### src/rtl/pm1_pkg.sv
// Shared definitions for the pm1 event FIFO.
// Holds the pm1 result-vector width, the bit position of each named output
// within the vector, the packed vector/event-word typedefs and a small
// saturating-counter helper.
package pm1_pkg;

    localparam int PM1_VEC_W = 13;

    // Bit position of each pm1 output inside the packed result vector.
    localparam int R_IDX  = 12;
    localparam int S_IDX  = 11;
    localparam int T_IDX  = 10;
    localparam int U_IDX  = 9;
    localparam int V_IDX  = 8;
    localparam int W_IDX  = 7;
    localparam int X_IDX  = 6;
    localparam int Y_IDX  = 5;
    localparam int Z_IDX  = 4;
    localparam int A0_IDX = 3;
    localparam int B0_IDX = 2;
    localparam int C0_IDX = 1;
    localparam int D0_IDX = 0;

    // Default timestamp width of an event word.
    localparam int PM1_TS_W = 8;

    typedef struct packed {
        logic r;
        logic s;
        logic t;
        logic u;
        logic v;
        logic w;
        logic x;
        logic y;
        logic z;
        logic a0;
        logic b0;
        logic c0;
        logic d0;
    } pm1_vec_t;

    // Event word layout: {timestamp, vector}, timestamp in the upper bits.
    typedef struct packed {
        logic [PM1_TS_W-1:0] ts;
        pm1_vec_t            vec;
    } pm1_evt_t;

    // Increment an 8-bit counter, holding at 255.
    function automatic logic [7:0] sat_inc8(input logic [7:0] cnt);
        logic [7:0] res;
        if (cnt == 8'hFF) begin
            res = cnt;
        end else begin
            res = cnt + 8'd1;
        end
        return res;
    endfunction

endpackage

### src/rtl/pm1_sync_fifo.sv
// Synchronous FIFO holding pm1 event words.
// Ports:
//   clk, rst   - clock, synchronous active-high reset (pointers/level only)
//   push_i     - push request; accepted when not full or when popping
//   pop_i      - pop request; ignored while empty
//   wdata_i    - word to push
//   push_ok_o  - push request was accepted this cycle
//   valid_o    - FIFO holds at least one word
//   rdata_o    - head word, zero while empty
//   level_o    - current occupancy
module pm1_sync_fifo #(
    parameter int DEPTH = 4,
    parameter int W     = 21
) (
    input  logic                   clk,
    input  logic                   rst,
    input  logic                   push_i,
    input  logic                   pop_i,
    input  logic [W-1:0]           wdata_i,
    output logic                   push_ok_o,
    output logic                   valid_o,
    output logic [W-1:0]           rdata_o,
    output logic [$clog2(DEPTH):0] level_o
);

    localparam int PTR_W = $clog2(DEPTH);
    localparam int LVL_W = PTR_W + 1;
    localparam logic [LVL_W-1:0] FULL_LVL = LVL_W'(DEPTH);

    logic [W-1:0]     mem_q [DEPTH];
    logic [PTR_W-1:0] wr_ptr_q, wr_ptr_d;
    logic [PTR_W-1:0] rd_ptr_q, rd_ptr_d;
    logic [LVL_W-1:0] level_q, level_d;
    logic             empty_s, full_s, pop_s, push_s;

    // Full/empty come from the occupancy count; pointers alone are ambiguous.
    always_comb begin
        empty_s  = (level_q == {LVL_W{1'b0}});
        full_s   = (level_q == FULL_LVL);
        pop_s    = pop_i && !empty_s;
        // A full FIFO still takes a push when the head leaves in the same cycle.
        push_s   = push_i && (!full_s || pop_s);
        wr_ptr_d = wr_ptr_q;
        rd_ptr_d = rd_ptr_q;
        level_d  = level_q;
        // DEPTH is a power of two, so natural pointer overflow is modulo DEPTH.
        if (push_s) begin
            wr_ptr_d = wr_ptr_q + PTR_W'(1);
        end else begin
            wr_ptr_d = wr_ptr_q;
        end
        if (pop_s) begin
            rd_ptr_d = rd_ptr_q + PTR_W'(1);
        end else begin
            rd_ptr_d = rd_ptr_q;
        end
        case ({push_s, pop_s})
            2'b10:   level_d = level_q + LVL_W'(1);
            2'b01:   level_d = level_q - LVL_W'(1);
            default: level_d = level_q;
        endcase
    end

    // Pointer and occupancy registers.
    always_ff @(posedge clk) begin
        if (rst) begin
            wr_ptr_q <= {PTR_W{1'b0}};
            rd_ptr_q <= {PTR_W{1'b0}};
            level_q  <= {LVL_W{1'b0}};
        end else begin
            wr_ptr_q <= wr_ptr_d;
            rd_ptr_q <= rd_ptr_d;
            level_q  <= level_d;
        end
    end

    // Storage array; contents are don't-care until written, so no reset.
    always_ff @(posedge clk) begin
        if (push_s) begin
            mem_q[wr_ptr_q] <= wdata_i;
        end
    end

    // Head presentation, forced to zero while empty.
    always_comb begin
        push_ok_o = push_s;
        valid_o   = !empty_s;
        level_o   = level_q;
        if (empty_s) begin
            rdata_o = {W{1'b0}};
        end else begin
            rdata_o = mem_q[rd_ptr_q];
        end
    end

endmodule

### src/rtl/pm1_event_fifo.sv
// pm1 change-event recorder.
// Samples the pm1 result vector on in_valid cycles, raises an event when it
// differs from the previous sample (or on the first sample after reset),
// stamps it with a free-running timestamp and queues it in a FIFO.
// Events that find the FIFO full are dropped and counted.
// Ports:
//   clk, rst   - clock, synchronous active-high reset
//   in_vec     - pm1 vector {r,s,t,u,v,w,x,y,z,a0,b0,c0,d0}
//   in_valid   - in_vec sampled this cycle
//   out_data   - head event {timestamp, vector}, zero when empty
//   out_valid  - FIFO non-empty
//   out_ready  - consumer takes the head
//   clr_ovf    - clear overflow flag and drop counter
//   ovf        - sticky drop indicator
//   drop_cnt   - saturating dropped-event count
//   level      - FIFO occupancy
module pm1_event_fifo
    import pm1_pkg::*;
#(
    parameter int DEPTH = 4,
    parameter int TS_W  = 8
) (
    input  logic                      clk,
    input  logic                      rst,
    input  logic [PM1_VEC_W-1:0]      in_vec,
    input  logic                      in_valid,
    output logic [TS_W+PM1_VEC_W-1:0] out_data,
    output logic                      out_valid,
    input  logic                      out_ready,
    input  logic                      clr_ovf,
    output logic                      ovf,
    output logic [7:0]                drop_cnt,
    output logic [$clog2(DEPTH):0]    level
);

    localparam int EVT_W = TS_W + PM1_VEC_W;

    logic [TS_W-1:0]      ts_q, ts_d;
    logic [PM1_VEC_W-1:0] last_q, last_d;
    logic                 first_q, first_d;
    logic                 ovf_q, ovf_d;
    logic [7:0]           drop_cnt_q, drop_cnt_d;
    logic                 event_s, push_ok_s, drop_s;
    logic [EVT_W-1:0]     word_s;

    // Change detection and next-state for timestamp, history and overflow.
    always_comb begin
        // The reset cycle itself never produces an event.
        event_s    = in_valid && !rst && (first_q || (in_vec != last_q));
        drop_s     = event_s && !push_ok_s;
        word_s     = {ts_q, in_vec};
        ts_d       = ts_q + TS_W'(1);
        last_d     = last_q;
        first_d    = first_q;
        ovf_d      = ovf_q;
        drop_cnt_d = drop_cnt_q;
        // History tracks every valid sample, even ones whose event is dropped.
        if (in_valid) begin
            last_d  = in_vec;
            first_d = 1'b0;
        end else begin
            last_d  = last_q;
            first_d = first_q;
        end
        // A drop in the clearing cycle counts as the first drop after clear.
        if (clr_ovf) begin
            ovf_d      = drop_s;
            drop_cnt_d = drop_s ? 8'd1 : 8'd0;
        end else if (drop_s) begin
            ovf_d      = 1'b1;
            drop_cnt_d = sat_inc8(drop_cnt_q);
        end else begin
            ovf_d      = ovf_q;
            drop_cnt_d = drop_cnt_q;
        end
    end

    // Timestamp, history and overflow state.
    always_ff @(posedge clk) begin
        if (rst) begin
            ts_q       <= {TS_W{1'b0}};
            last_q     <= {PM1_VEC_W{1'b0}};
            first_q    <= 1'b1;
            ovf_q      <= 1'b0;
            drop_cnt_q <= 8'd0;
        end else begin
            ts_q       <= ts_d;
            last_q     <= last_d;
            first_q    <= first_d;
            ovf_q      <= ovf_d;
            drop_cnt_q <= drop_cnt_d;
        end
    end

    pm1_sync_fifo #(
        .DEPTH (DEPTH),
        .W     (EVT_W)
    ) u_fifo (
        .clk       (clk),
        .rst       (rst),
        .push_i    (event_s),
        .pop_i     (out_ready),
        .wdata_i   (word_s),
        .push_ok_o (push_ok_s),
        .valid_o   (out_valid),
        .rdata_o   (out_data),
        .level_o   (level)
    );

    // Status outputs straight from their registers.
    always_comb begin
        ovf      = ovf_q;
        drop_cnt = drop_cnt_q;
    end

endmodule

### config.mk
export PLATFORM = sky130hd
export DESIGN_NAME = pm1_event_fifo
export DESIGN_NICKNAME = d
export VERILOG_FILES = /design/src/rtl/pm1_pkg.sv /design/src/rtl/pm1_sync_fifo.sv /design/src/rtl/pm1_event_fifo.sv
export SDC_FILE = /design/constraint.sdc
export NUM_CORES = 1
export LEC_CHECK = 0
export BUFFER_PORTS_ARGS = -buffer_cell sky130_fd_sc_hd__buf_2
export CORE_MARGIN = 8
export CORE_UTILIZATION = 60
export DETAILED_ROUTE_END_ITERATION = 12
export PLACE_DENSITY_LB_ADDON = 0.2
export SYNTH_ARGS = -nofsm -noshare
export SYNTH_HDL_FRONTEND = slang
export SYNTH_SLANG_ARGS = --single-unit
### constraint.sdc
create_clock -name clk -period 4.28 [get_ports clk]
set_input_delay 0.428 -clock clk [delete_from_list [all_inputs] [get_ports clk]]
set_output_delay 0.428 -clock clk [all_outputs]
set_load 0.03 [all_outputs]
Word level (Yosys, flattened, before mapping)
Memories as Yosys holds them, arrays and structs flattened. A register that Yosys moved wholly into a read port is not among the register bits.
Cells that the tools add are included.
- multipliers: 0
- reduce and logical (&&, ||, !) cells: 15
- add/sub/neg operators: 6
- equality and inequality tests: 6
- muxes and demuxes: 12
- shifts and indexed selects: 0
- $lt $le $gt $ge: 0
- div/mod/pow operators: 0
- bitwise logic cells: 0
- operators by type and width (operator ; number):
    $mux W8 ; 3
    $mux W21 ; 1
    $add A8 B1 Y8 const B ; 2
    $ne A13 B13 Y1 ; 1
    $eq A8 B8 Y1 const B ; 1
    $pmux W3 S2 ; 1
    $logic_and A1 B1 Y1 ; 5
    $mux W1 ; 5
    $add A2 B1 Y2 const B ; 2
    $logic_not A1 Y1 ; 4
    $mux W2 ; 2
    $reduce_bool A2 Y1 ; 2
    $add A3 B1 Y3 const B ; 1
    $eq A3 B3 Y1 const B ; 1
    $logic_not A3 Y1 ; 1
    $sub A3 B1 Y3 const B ; 1
    $eq A2 B1 Y1 const B ; 1
    $eq A2 B2 Y1 const B ; 1
    $logic_or A1 B1 Y1 ; 2
    $ne A2 B2 Y1 const B ; 1
    $reduce_and A2 Y1 ; 1
- RAM bits: 84
- register bits: 38
- latch bits: 0
- word-level logic and storage cells: 48
- ROM bits: 0
- output and inout bits: 34
- input port bits: 18
- memories: 1
- memory list (name ; depth ; bits a word ; read ports ; clocked after Yosys merged registers in ; wr ports ; line ; source):
    u_fifo.mem_q ; 4 ; 21 ; 1 ; 1 ; 1 ; pm1_sync_fifo.sv:30 ; logic [W-1:0] mem_q [DEPTH];

Logic depth before layout (Yosys ltp)
- depth after elaboration: 9
- gate-level depth with buffers: 8
- gate-level depth less buffers: 8

Hierarchy
A second synthesis with hierarchy kept.
- cell total of the unflattened synthesis: 353
- area, all modules: 5156.2 um2
- by module, submodules not included (module ; cells each ; area each (um2) ; times used ; seq. area each (um2)):
    pm1_sync_fifo ; 201 ; 3747.3 ; 1 ; 2702.6
    pm1_event_fifo ; 152 ; 1408.9 ; 1 ; 620.6

Worst setup path after synthesis
OpenSTA, ideal clock, no wires.
- path kind: input to register
- start: in in_vec[2]
- end: mem u_fifo.mem_q[0][0] (enable)
- arrival: 1797 ps
- cell stages on the path: 5
- setup slack: 2104 ps
- library setup time: 379 ps
- buffers on the path: 0
- required time: 3901 ps
- cells stage by stage: xor2_1 > nor4_4 > and4_1 > nor2_2 > and2_1
- word-level cells in the longest chain between the ends: 6
- RTL lines (what ; line ; source):
    start, declared ; pm1_event_fifo.sv:25 ; input logic [PM1_VEC_W-1:0] in_vec,
    $ne A13 B13 Y1 ; pm1_event_fifo.sv:49 ; event_s = in_valid && !rst && (first_q || (in_vec != last_q));
    $logic_or A1 B1 Y1 ; pm1_event_fifo.sv:49 ;
    $logic_and A1 B1 Y1 ; pm1_event_fifo.sv:49 ;
    $logic_and A1 B1 Y1 ; pm1_sync_fifo.sv:42 ; push_s = push_i && (!full_s || pop_s);
    $mux W1 ; pm1_sync_fifo.sv:79 ; if (push_s) begin
    $mux W1 (not written as such) ; pm1_sync_fifo.sv:80 ; mem_q[wr_ptr_q] <= wdata_i;
    end, declared ; pm1_sync_fifo.sv:30 ;
Every way passes these cells.

==> impl_metrics.yaml <==
cts:
  postCtsSetupBuffers: 0
  cts-buffers-inserted: 17
  clock_latency_ns: 0.52
  clockBufferDepth: 2
  cts_sinks: 124
  cts_tree: "built"
  ctsResizeCount: 0
  cts-root-buf: "clkbuf_8"
  cts_hold_buffers: 0
  htree_levels: 4
  path_clk_slew_ns: 0.06
sta:
  setup_viol: 0
  skew_ns: 0.0111
  hold_viol_final: 0
  min_period_over_period_pct: 64.9
  fmaxAchievable_ghz: 0.360
  max_slew.worst_pin.slew_ns: 1.09
  fin_crit_ns: 2.78
  setup_tns_ns: 0
  rsz0062_at_grt: "no"
  slew_headroom_pct: 27.6
  slew_viol_final: 0
global_routing:
  grt_pass1_wl_microns: 15600
  antenna_found_initial: 0
  grt_pass1_vias: 3080
  grt_max_degree: 38
  grt.overflow.total: 0
  grt.total_usage_pct: 18.1
power_and_ir_drop:
  ir_drop_mv: 0.444
  powerDensity_nw_per_um2: 609
  total_power_mw: 3.63
  power.leakage_nw: 2.26
worst_setup_path:
  startpoint_type: "flop"
  cp_max_fo: 21
  path_class: "flop to output port"
  crit_arrival_ns: 2.35
  worstSetupEndpointType: "output port"
  cp.required_ns: 3.85
synthesis:
  async_flop_share_pct: 0
  synth_edf_count: 84
  synthMuxAreaShare_pct: 12.6
  syn-num-nets: 358
  yosys_warnings: 0
  synthCells: 333
  synth_top_family_by_area: "multiplexers"
  ys_types: 43
  synth-seq-area-share_pct: 65.7
  synth_compound_area_share_pct: 2.13
  synthAdderAreaFrac_pct: 1.88
  synth-seq-cells: 124
  synth-simple-area-share_pct: 11.9
  synthFlopType: "edfxtp_1"
  syn_area_per_cell_sq_um: 15.2
  synth_area_sq_um: 5060
  synth-xor-area-share_pct: 4.16
placement:
  dp_cells: 478
  portBuffers: 51
  place_congestion: 0.794
  dpl.hpwl_microns: 6120
detailed_routing:
  vias: 2954
  routed.top_layer: "met4"
  wl_met3_microns: 535
  wl_per_cell_microns: 19.5
  wirelength_microns: 9930
  drc: 0
  m1WireLength_microns: 4050
  via_per_inst: 5.79
  ant_nets: 0
  first_iter_violations: 115
  dr.pass1.iters: 4
  wl_met2_microns: 5120
job:
  maxCapViolCount: 0
cells_and_area:
  drive_gt1_share_pct: 28.1
  area_growth_pct: 17.9
  multi_input_area_sq_um: 1660
  fin_util_pct: 72.9
  antennaDiodeCount: 0
  n_fill_cell: 542
  nets: 417
  regArea_sq_um: 3320
  fin_cells: 510
die:
  initial_core_util_pct: 61.9
  die_h_microns: 108
  rows: 33
  die_area_sq_um: 11600
  pin_count: 52
  die_width_microns: 108
  coreArea_sq_um: 8180
hold_path:
  holdCritPathClass: "input port to flop"
outcome:
  status: "complete, no violations"
[power breakdown]
| part | internal (mW) | switching [mW] | leakage, nW | total (mW) |
|---|---|---|---|---|
| sequential | 1.34 | 0.0506 | 1.10 | 1.39 |
| combinational | 0.348 | 0.571 | 0.914 | 0.919 |
| clock | 0.779 | 0.544 | 0.251 | 1.32 |
[through the flow]
stage,worst slack [ns],hold slack (ns),cell area [sq um]
finish,1.50,0.173,5960
detailed placement,1.44,0.442,5410
floorplan,2.10,0.427,5060
global route,1.38,0.162,5960
CTS,1.46,0.153,5960
global placement,1.47,0.435,5410
[layer usage]
| metal | vias to the layer above | track usage (%) |
|---|---|---|
| met1 | 1494 | 20.7 |
| met3 | 20 | 4.97 |
| met4 | 0 | 10.0 |
| li1 | 1352 | - |
| met2 | 88 | 30.0 |
| met5 | - | 0 |
[worst max-delay path, cell delays in order, from the launching register on]
cell	delay, ns
dfxtp_1	1.03
mux4_2	0.43
and2_1	0.18
buf_2	0.18
[final timing paths]
check | to | startpoint | depth (start not counted) | slack, ns
worst max-delay path | out_data[0] | flop | 3 | 1.50
worst max register to register | u_fifo.mem_q[2][5]$_DFFE_PP_ | last_q[11]$_SDFFE_PP0P_ | 5 | 1.68
worst min register to register | first_q$_SDFFE_PP1P_ | first_q$_SDFFE_PP1P_ | 1 | 0.45
worst min-delay path | u_fifo.mem_q[1][1]$_DFFE_PP_ | in_vec[1] | 1 | 0.17
[registers in the layout, summed over array words and instances (netlist names), named ones only]
signal           flops
u_fifo.level_o       3
u_fifo.mem_q        84
drop_cnt             8
u_fifo.wr_ptr_q      2
last_q              13
ovf                  1
u_fifo.rd_ptr_q      2
first_q              1
ts_q                 8
[final cells by class]
cell class	count	area share [%]
clock buffers	18	7.01
repair buffers	53	4.53
well taps	105	2.20
clock inverters	14	2.29
inverters	7	0.441
flip-flops and latches	124	55.8
multi-input cells	189	27.8
[cell usage in the layout, fill, tap and decap left out, types with 4 or more instances in the layout]
| cell | count |
|---|---|
| inv_6 | 5 |
| nor2b_1 | 4 |
| ha_1 | 6 |
| nand3_1 | 10 |
| edfxtp_1 | 84 |
| mux4_2 | 21 |
| nor2_1 | 34 |
| and2_1 | 26 |
| xnor2_1 | 4 |
| inv_1 | 7 |
| clkinvlp_4 | 6 |
| and3_1 | 6 |
| dfxtp_1 | 40 |
| nand2_1 | 5 |
| mux2i_1 | 15 |
| a21oi_1 | 4 |
| clkbuf_16 | 16 |
| buf_2 | 51 |
| xor2_1 | 20 |
[kinds of logic (layout without fill, tap and decap cells)]
| family | after synthesis | count (layout) |
|---|---|---|
| AOI/OAI and AO/OA | 15 | 15 |
| xor gates and xnor gates | 24 | 24 |
| adders and majority gates | 7 | 7 |
| buffers and inverters | 20 | 92 |
| DFF | 124 | 124 |
| muxes | 37 | 37 |
| and+or+nand+nor | 106 | 106 |
[cell usage after synthesis, drive strengths merged (4+ instances only)]
library cell  instances  share of area [%]
clkbuf                7               0.52
and2                 26                3.2
inv                   7               0.52
nor2b                 4               0.49
nor4                  4                1.2
xor2                 20                3.5
buf                   6               0.52
mux4                 21                9.4
a21oi                 5               0.57
nand4                 4               0.62
and3                  6               0.74
dfxtp                40                 16
ha                    6                1.5
mux2i                15                3.0
xnor2                 4               0.69
edfxtp               84                 50
nor2                 35                2.6
nand2                 5               0.37
nand3                10               0.99
Power figures use the tool's default switching activity.
